$ cat src/rtl/led_pkg.sv
// Shared types and constants for the LED stepping controller.
package led_pkg;

    typedef enum logic [1:0] {
        RUN_R = 2'd0,
        RUN_L = 2'd1,
        PAUSE = 2'd2
    } mode_e;

    localparam int SPEED_W   = 2;
    localparam int KEY_SPEED = 0;
    localparam int KEY_MODE  = 1;

endpackage

$ cat src/rtl/key_debounce.sv
// One push-button: 2-flop synchronizer, counting debouncer and a one-cycle
// press pulse that fires when the debounced level falls.
module key_debounce #(
    parameter int DEB_CYCLES = 20
) (
    input  logic clk,
    input  logic rst_n,
    input  logic key_n_i,
    output logic press_o
);

    localparam int CNT_W = (DEB_CYCLES > 1) ? $clog2(DEB_CYCLES) : 1;
    localparam logic [CNT_W-1:0] CNT_LAST = CNT_W'(DEB_CYCLES - 1);

    logic             sync1_q, sync2_q;
    logic             stable_q, stable_d;
    logic             press_q, press_d;
    logic [CNT_W-1:0] cnt_q, cnt_d;

    // The pulse is registered alongside the stable level so it lines up with the fall.
    always_comb begin
        stable_d = stable_q;
        cnt_d    = '0;
        press_d  = 1'b0;
        if (sync2_q != stable_q) begin
            if (cnt_q == CNT_LAST) begin
                stable_d = sync2_q;
                press_d  = ~sync2_q;
            end else begin
                cnt_d = cnt_q + CNT_W'(1);
            end
        end
    end

    always_ff @(posedge clk) begin
        if (!rst_n) begin
            sync1_q  <= 1'b1;
            sync2_q  <= 1'b1;
            stable_q <= 1'b1;
            cnt_q    <= '0;
            press_q  <= 1'b0;
        end else begin
            sync1_q  <= key_n_i;
            sync2_q  <= sync1_q;
            stable_q <= stable_d;
            cnt_q    <= cnt_d;
            press_q  <= press_d;
        end
    end

    assign press_o = press_q;

endmodule

$ cat src/rtl/led_step_ctrl.sv
// LED rotation controller: two debounced keys drive a speed index and a
// run/direction mode FSM; a restartable divider produces the step strobe.
module led_step_ctrl
    import led_pkg::*;
#(
    parameter int DEB_CYCLES = 20,
    parameter int BASE_DIV   = 50
) (
    input  logic               clk,
    input  logic               rst_n,
    input  logic [1:0]         key_n,
    output logic               step_tick,
    output logic               dir,
    output logic               run,
    output logic [SPEED_W-1:0] speed,
    output logic [1:0]         key_evt
);

    localparam int DIV_W = $clog2(BASE_DIV * 8);

    function automatic logic [DIV_W-1:0] last_cnt(input logic [SPEED_W-1:0] spd);
        return DIV_W'((BASE_DIV << (3 - int'(spd))) - 1);
    endfunction

    for (genvar k = 0; k < 2; k++) begin : g_key
        key_debounce #(
            .DEB_CYCLES(DEB_CYCLES)
        ) u_deb (
            .clk    (clk),
            .rst_n  (rst_n),
            .key_n_i(key_n[k]),
            .press_o(key_evt[k])
        );
    end

    mode_e              mode_q, mode_d;
    logic [SPEED_W-1:0] speed_q, speed_d;
    logic               run_q, run_d;
    logic               dir_q, dir_d;
    logic               tick_q, tick_d;
    logic [DIV_W-1:0]   div_q, div_d;
    logic               restart_q;
    logic               clr;

    always_comb begin
        mode_d  = mode_q;
        speed_d = speed_q;
        dir_d   = dir_q;
        clr     = restart_q;
        div_d   = '0;
        tick_d  = 1'b0;

        if (key_evt[KEY_SPEED]) begin
            speed_d = speed_q + SPEED_W'(1);
            clr     = 1'b1;
        end

        if (key_evt[KEY_MODE]) begin
            case (mode_q)
                RUN_R:   mode_d = RUN_L;
                RUN_L:   mode_d = PAUSE;
                default: begin
                    mode_d = RUN_R;
                    clr    = 1'b1;
                end
            endcase
        end

        run_d = (mode_d != PAUSE);
        if (mode_d == RUN_R) begin
            dir_d = 1'b0;
        end else if (mode_d == RUN_L) begin
            dir_d = 1'b1;
        end

        // Without a clear the speed is unchanged, so speed_q selects the period.
        if (!clr && run_d) begin
            div_d  = (div_q == last_cnt(speed_q)) ? '0 : div_q + DIV_W'(1);
            tick_d = (div_d == last_cnt(speed_q));
        end
    end

    // restart_q makes the first post-reset cycle behave like a divider clear.
    always_ff @(posedge clk) begin
        if (!rst_n) begin
            mode_q    <= RUN_R;
            speed_q   <= '0;
            run_q     <= 1'b1;
            dir_q     <= 1'b0;
            tick_q    <= 1'b0;
            div_q     <= '0;
            restart_q <= 1'b1;
        end else begin
            mode_q    <= mode_d;
            speed_q   <= speed_d;
            run_q     <= run_d;
            dir_q     <= dir_d;
            tick_q    <= tick_d;
            div_q     <= div_d;
            restart_q <= 1'b0;
        end
    end

    assign step_tick = tick_q;
    assign dir       = dir_q;
    assign run       = run_q;
    assign speed     = speed_q;

endmodule

$ cat config.mk
export PLATFORM = sky130hd
export DESIGN_NAME = led_step_ctrl
export DESIGN_NICKNAME = d
export VERILOG_FILES = /design/src/rtl/led_pkg.sv /design/src/rtl/key_debounce.sv /design/src/rtl/led_step_ctrl.sv
export SDC_FILE = /design/constraint.sdc
export NUM_CORES = 1
export LEC_CHECK = 0
export CELL_PAD_IN_SITES_DETAIL_PLACEMENT = 1
export CELL_PAD_IN_SITES_GLOBAL_PLACEMENT = 1
export CORE_MARGIN = 5
export CORE_UTILIZATION = 50
export CTS_BUF_LIST = sky130_fd_sc_hd__clkbuf_4
export CTS_CLUSTER_DIAMETER = 40
export DETAILED_ROUTE_END_ITERATION = 10
export PLACE_DENSITY_LB_ADDON = 0.15
export SYNTH_ARGS = -nofsm -noshare
export SYNTH_HDL_FRONTEND = slang
export SYNTH_HIERARCHICAL = 1
export SYNTH_SLANG_ARGS = --single-unit
$ cat constraint.sdc
create_clock -name clk -period 4.5 [get_ports clk]
set_input_delay 1.125 -clock clk [delete_from_list [all_inputs] [get_ports clk]]
set_output_delay 1.125 -clock clk [all_outputs]
set_load 0.1 [all_outputs]
### Word level (Yosys, flattened, before mapping)

Index checks and enable logic that the tools add are counted.

* output and inout port bits: 7
* flip-flop bits (word level): 35
* logic and storage cells: 58

* mux-type cells: 7
* eq/ne operators: 9
* shift operators: 1
* bitwise operators: 5
* add/subtract/negate cells: 6
* reduce and logical (&&, ||, !) cells: 13

Operators with widths (count)
* 6-bit by 32-bit << shifter with 9-bit output (first input constant): 1
* 9-bit equality test: 2
* 5-bit by 1-bit adder with 5-bit output (second input constant): 2
* 5-bit equality test (second input constant): 2
* 9-bit by 1-bit adder with 9-bit output (second input constant): 1
* 9-bit two-way mux: 1
* 9-bit by 2-bit subtractor with 9-bit output (second input constant): 1
* 2-bit AND reduction: 3
* 3-bit AND reduction: 2
* 3-bit OR reduction: 2
* 1-bit NOT: 5
* 2-bit by 1-bit equality test with 1-bit output (second input constant): 2
* 2-bit logical NOT: 2
* 1-bit two-way mux: 4
* 2-bit case mux with 2 select lines: 1
* 2-bit OR reduction: 2
* 2-bit by 2-bit subtractor with 3-bit output (first input constant): 1
* 2-bit by 1-bit adder with 2-bit output (second input constant): 1
* 2-bit two-way mux: 1
* 1-bit != test: 2
* 2-bit != test (second input constant): 1
* 1-bit logical AND: 1
* 1-bit logical NOT: 1

### Longest topological paths before layout

* word-level depth: 7
* gate-level depth with buffers: 10
* mapped depth without buffers: 9

### Hierarchy

The synthesis kept the hierarchy.

By module, submodules not included
* led_step_ctrl: area an instance 927.1 µm², cells each 106, times used 1
* key_debounce: area an instance 352.8 µm², cells each 33, times used 2

### Least setup slack after synthesis

OpenSTA, ideal clock, no wires.

* kind: flip-flop to flip-flop
* from: register speed_q[1] (netlist: speed[1])
* to: register tick_q (netlist: step_tick)
* period minus slack after synthesis: 3151 ps
* arrival time: 3048 ps
* stages on the path, launching flop included: 9
* slack: 1349 ps
* path buffers: 0
* library setup time: 103 ps
* cells stage by stage: dfxtp_1 -> ha_1 -> inv_1 -> ha_1 -> xnor2_1 -> nor4b_2 -> nand4_1 -> or3_1 -> a2111oi_2

* word-level cells in the longest chain between the ends: 6

RTL lines
* from (decl): RTL line led_step_ctrl.sv:37 `logic [SPEED_W-1:0] speed_q, speed_d;`
* from (signal assigned): RTL line led_step_ctrl.sv:95 `speed_q <= speed_d;`
* 2-bit by 2-bit subtractor with 3-bit output (*): RTL line led_step_ctrl.sv:22 `return DIV_W'((BASE_DIV << (3 - int'(spd))) - 1);`
* 6-bit by 32-bit << shifter with 9-bit output (*): RTL line led_step_ctrl.sv:22
* 9-bit by 2-bit subtractor with 9-bit output (*): RTL line led_step_ctrl.sv:22
* 9-bit equality test: RTL line led_step_ctrl.sv:78 `div_d = (div_q == last_cnt(speed_q)) ? '0 : div_q + DIV_W'(1);`
* 9-bit two-way mux: RTL line led_step_ctrl.sv:78
* 9-bit equality test (*): RTL line led_step_ctrl.sv:79 `tick_d = (div_d == last_cnt(speed_q));`
* to (signal assigned): RTL line led_step_ctrl.sv:98 `tick_q <= tick_d;`
* to (decl): RTL line led_step_ctrl.sv:40 `logic tick_q, tick_d;`

Mark *: on every way between the ends. The rest lies on a longest branch, timed or not.
A chain may end at the register's enable or synchronous reset.

### Worst setup path in the final report

* from: register speed_q[1] (netlist: speed[1])
* to: output port speed[1]

RTL lines
* to (decl): RTL line led_step_ctrl.sv:15 `output logic [SPEED_W-1:0] speed,`

No word-level cell between the ends.

==> qor.yml <==
run_status: "complete, no violations"
critical_path.n_buffers_inverters: 1
skew_ns: 0.00852
cts-root-buf: "sky130_fd_sc_hd__clkbuf_4"
route.vias.total: 1242
design.portCount: 11
final_util_pct: 59.4
hpwlAfterDp_um: 2580
antenna_violations_before_repair: 0
hold_path_depth: 1
final_common_cell: "sky130_fd_sc_hd__dfxtp_1"
die_height_um: 67.1
place_congestion: 0.809
criticalPathCategory: "reg -> out"
reg2reg_depth: 8
number_of_global_route_vias_before_repair: 1279
cts_tree: "yes"
postSynthNetCount: 184
clk_pin_slew_worst_paths_ns: 0.11
synth_edf_count: 0
route.top_layer_used: "met4"
mostFrequentLayoutCells: "35 x sky130_fd_sc_hd__dfxtp_1, 20 x sky130_fd_sc_hd__nor2_1, 12 x sky130_fd_sc_hd__inv_1"
synth.lib_cells_used.distinct: 34
ys_async_sr_fraction_pct: 0
rsz_0062_raised_after_global_routing: "false"
avg_cell_area_syn_um2: 9.49
hold_buffers_post_cts: 0
vdd_drop_max_mv: 0.211
aggregate_global_route_resource_usage_pct: 17.4
slew_headroom_pct: 34.7
drv.max_cap_violation_count: 0
cts-htree-levels: 2
port_buffers: 10
critPathMaxStageDelay_ns: 1.19
synth-seq-area-share_pct: 42.9
post_route_cells_drive_above_1_share_pct: 7.41
cts_inserted_buffers: 5
core_area_um2: 3100
worst_path_max_delay_cell: "sky130_fd_sc_hd__clkdlybuf4s50_1"
worstPathCellList: "clkdlybuf4s50_1"
worst_reg_to_reg_setup_slack_ns: 1.72
tritoncts_num_sinks: 35
timing.fmax_mhz: 317
totalWireLength_um: 3290
met1Wirelength_um: 1530
instances_no_fill: 233
drt-vias-per-instance: 5.33
grt_start_max_net_pins: 13
postRouteAntennaNets: 0
die_area_um2: 4510
synth.ff_latch_count: 35
post_cts_buffers: 0
ant_diodes: 0
setup_total_negative_slack_ns: 0
die_width_um: 67.1
met2WireLength_um: 1580
report.final.hold_viol_count: 0
dp.cells: 225
start_kind: "flop"
clk_path_buf_depth: 2
min_delay_worst_endpoint: "g_key[0].u_deb/sync2_q"
min_path_type: "reg -> reg"
critical_path_peak_fanout: 9
primary_ff_master_synth: "sky130_fd_sc_hd__dfxtp_1"
route.detailed.drc: 0
capturing_element_type_of_the_critical_path: "primary output"
drt-wirelength-per-cell_um: 14.1
slew_violations: 0
std_cell_rows: 20
yosysWarnings: 6
initial_core_util_pct: 52.6
critical_path.reg2reg.startpoint: "speed[1]"
power_density_nw_per_um2: 272
global_route.overflow_total: 0
syn2layout_area_growth_pct: 12.8
hold_path_start: "g_key[0].u_deb/sync1_q"
cts_resized: 0
number_of_nets_in_the_finished_design: 200
netlist_area_um2: 1630
worstPathRequired_ns: 3.38
synthCells: 172
drt_iter0_markers: 46
final.period_utilization_pct: 70.1
clkLatencyLatePin_ns: 0.34
worst_slew_pin_slew_ns: 0.976
power_leakage_nw: 0.628
critical_register_to_register_path_endpoint: "step_tick"
min_period_ns: 3.16
drt_first_pass_iters: 4
timing.final.setup_violations: 0
grt_pass1_wl_um: 5730
cp.arrival_ns: 2.03
fillers: 386
critical_path_s_top_delay_family: "buffers and inverters"
met3_length_um: 104
## Yosys cell counts (all sizes together) (2+ instances only)
| master | n | share of area, % |
|---|---|---|
| a21oi | 5 | 1.5 |
| ha | 8 | 6.1 |
| dfxtp | 35 | 43 |
| xor2 | 10 | 5.4 |
| nand4 | 2 | 0.77 |
| nand3 | 12 | 4.3 |
| mux2i | 5 | 3.1 |
| or3 | 3 | 1.1 |
| inv | 12 | 2.8 |
| nand4bb | 2 | 3.4 |
| nand3b | 2 | 0.92 |
| nand2b | 7 | 2.7 |
| nor3 | 3 | 0.92 |
| a2111oi | 3 | 2.0 |
| nand4b | 2 | 1.1 |
| xnor2 | 9 | 4.8 |
| o211ai | 2 | 0.92 |
| a31oi | 2 | 0.77 |
| nand2 | 9 | 2.1 |
| nor2 | 20 | 4.6 |
| nor2b | 3 | 1.1 |
| o21ai | 6 | 1.8 |
## power breakdown
| part | switching (mW) | internal [mW] | leakage [nW] |
|---|---|---|---|
| Clock | 0.108 | 0.0596 | 0.0272 |
| Combinational | 0.00927 | 0.00694 | 0.318 |
| Sequential | 0.00310 | 0.313 | 0.284 |
## state kept, by name, indices dropped and copies added, names as in the netlist
| signal | cells |
|---|---|
| g_key.u_deb/press_o | 2 |
| dir | 1 |
| g_key.u_deb/cnt_q | 10 |
| mode_q | 2 |
| restart_q | 1 |
| div_q | 9 |
| g_key.u_deb/sync1_q | 2 |
| step_tick | 1 |
| g_key.u_deb/sync2_q | 2 |
| speed | 2 |
| run | 1 |
| g_key.u_deb/stable_q | 2 |
## area by class of cell
cell class | count | area [µm²] | share of cell area (%)
tap | 44 | 55.1 | 2.99
sequential | 35 | 701 | 38.0
multi-input combinational | 124 | 883 | 48.0
inverter | 12 | 45.0 | 2.45
clock inverter | 3 | 20.0 | 1.09
timing repair buffer | 10 | 100 | 5.43
clock buffer | 5 | 37.5 | 2.04
## kinds of logic after synthesis
family          after synthesis  synth area share [%]
simple gates                 70                  25.7
fa+ha+maj                     8                  6.13
xor+xnor                     19                  10.2
mux                           5                  3.07
compound gates               22                  8.97
buf+inv                      13                  2.99
flops                        35                  42.9
## per-layer routing
metal  up-vias  track usage [%]
met3         7             5.99
met2        18             28.1
li1        629                -
met1       588             19.9
met5         -                0
met4         0             9.62
## through the flow
| stage | power [mW] | worst slack (ns) | cell area, µm² | hold WS (ns) |
|---|---|---|---|---|
| floorplan | 0.332 | 1.35 | 1630 | 0.386 |
| global placement | 0.338 | 1.21 | 1780 | 0.388 |
| detailed placement | 0.340 | 1.08 | 1780 | 0.398 |
| CTS | 0.510 | 1.31 | 1840 | 0.432 |
| global route | 0.533 | 1.24 | 1840 | 0.467 |
| finish | 0.500 | 1.34 | 1840 | 0.431 |
## worst max-delay path by stage
stage	start	endpoint	slack, ns	cells after the start
floorplan	speed[1]	step_tick	1.35	8
global placement	rst_n	step_tick	1.21	5
detailed placement	rst_n	step_tick	1.08	5
CTS	speed[1]	speed[1]	1.31	1
global route	speed[1]	speed[1]	1.24	1
finish	speed[1]	speed[1]	1.34	1
No activity file was read; power rests on OpenSTA's default activity.
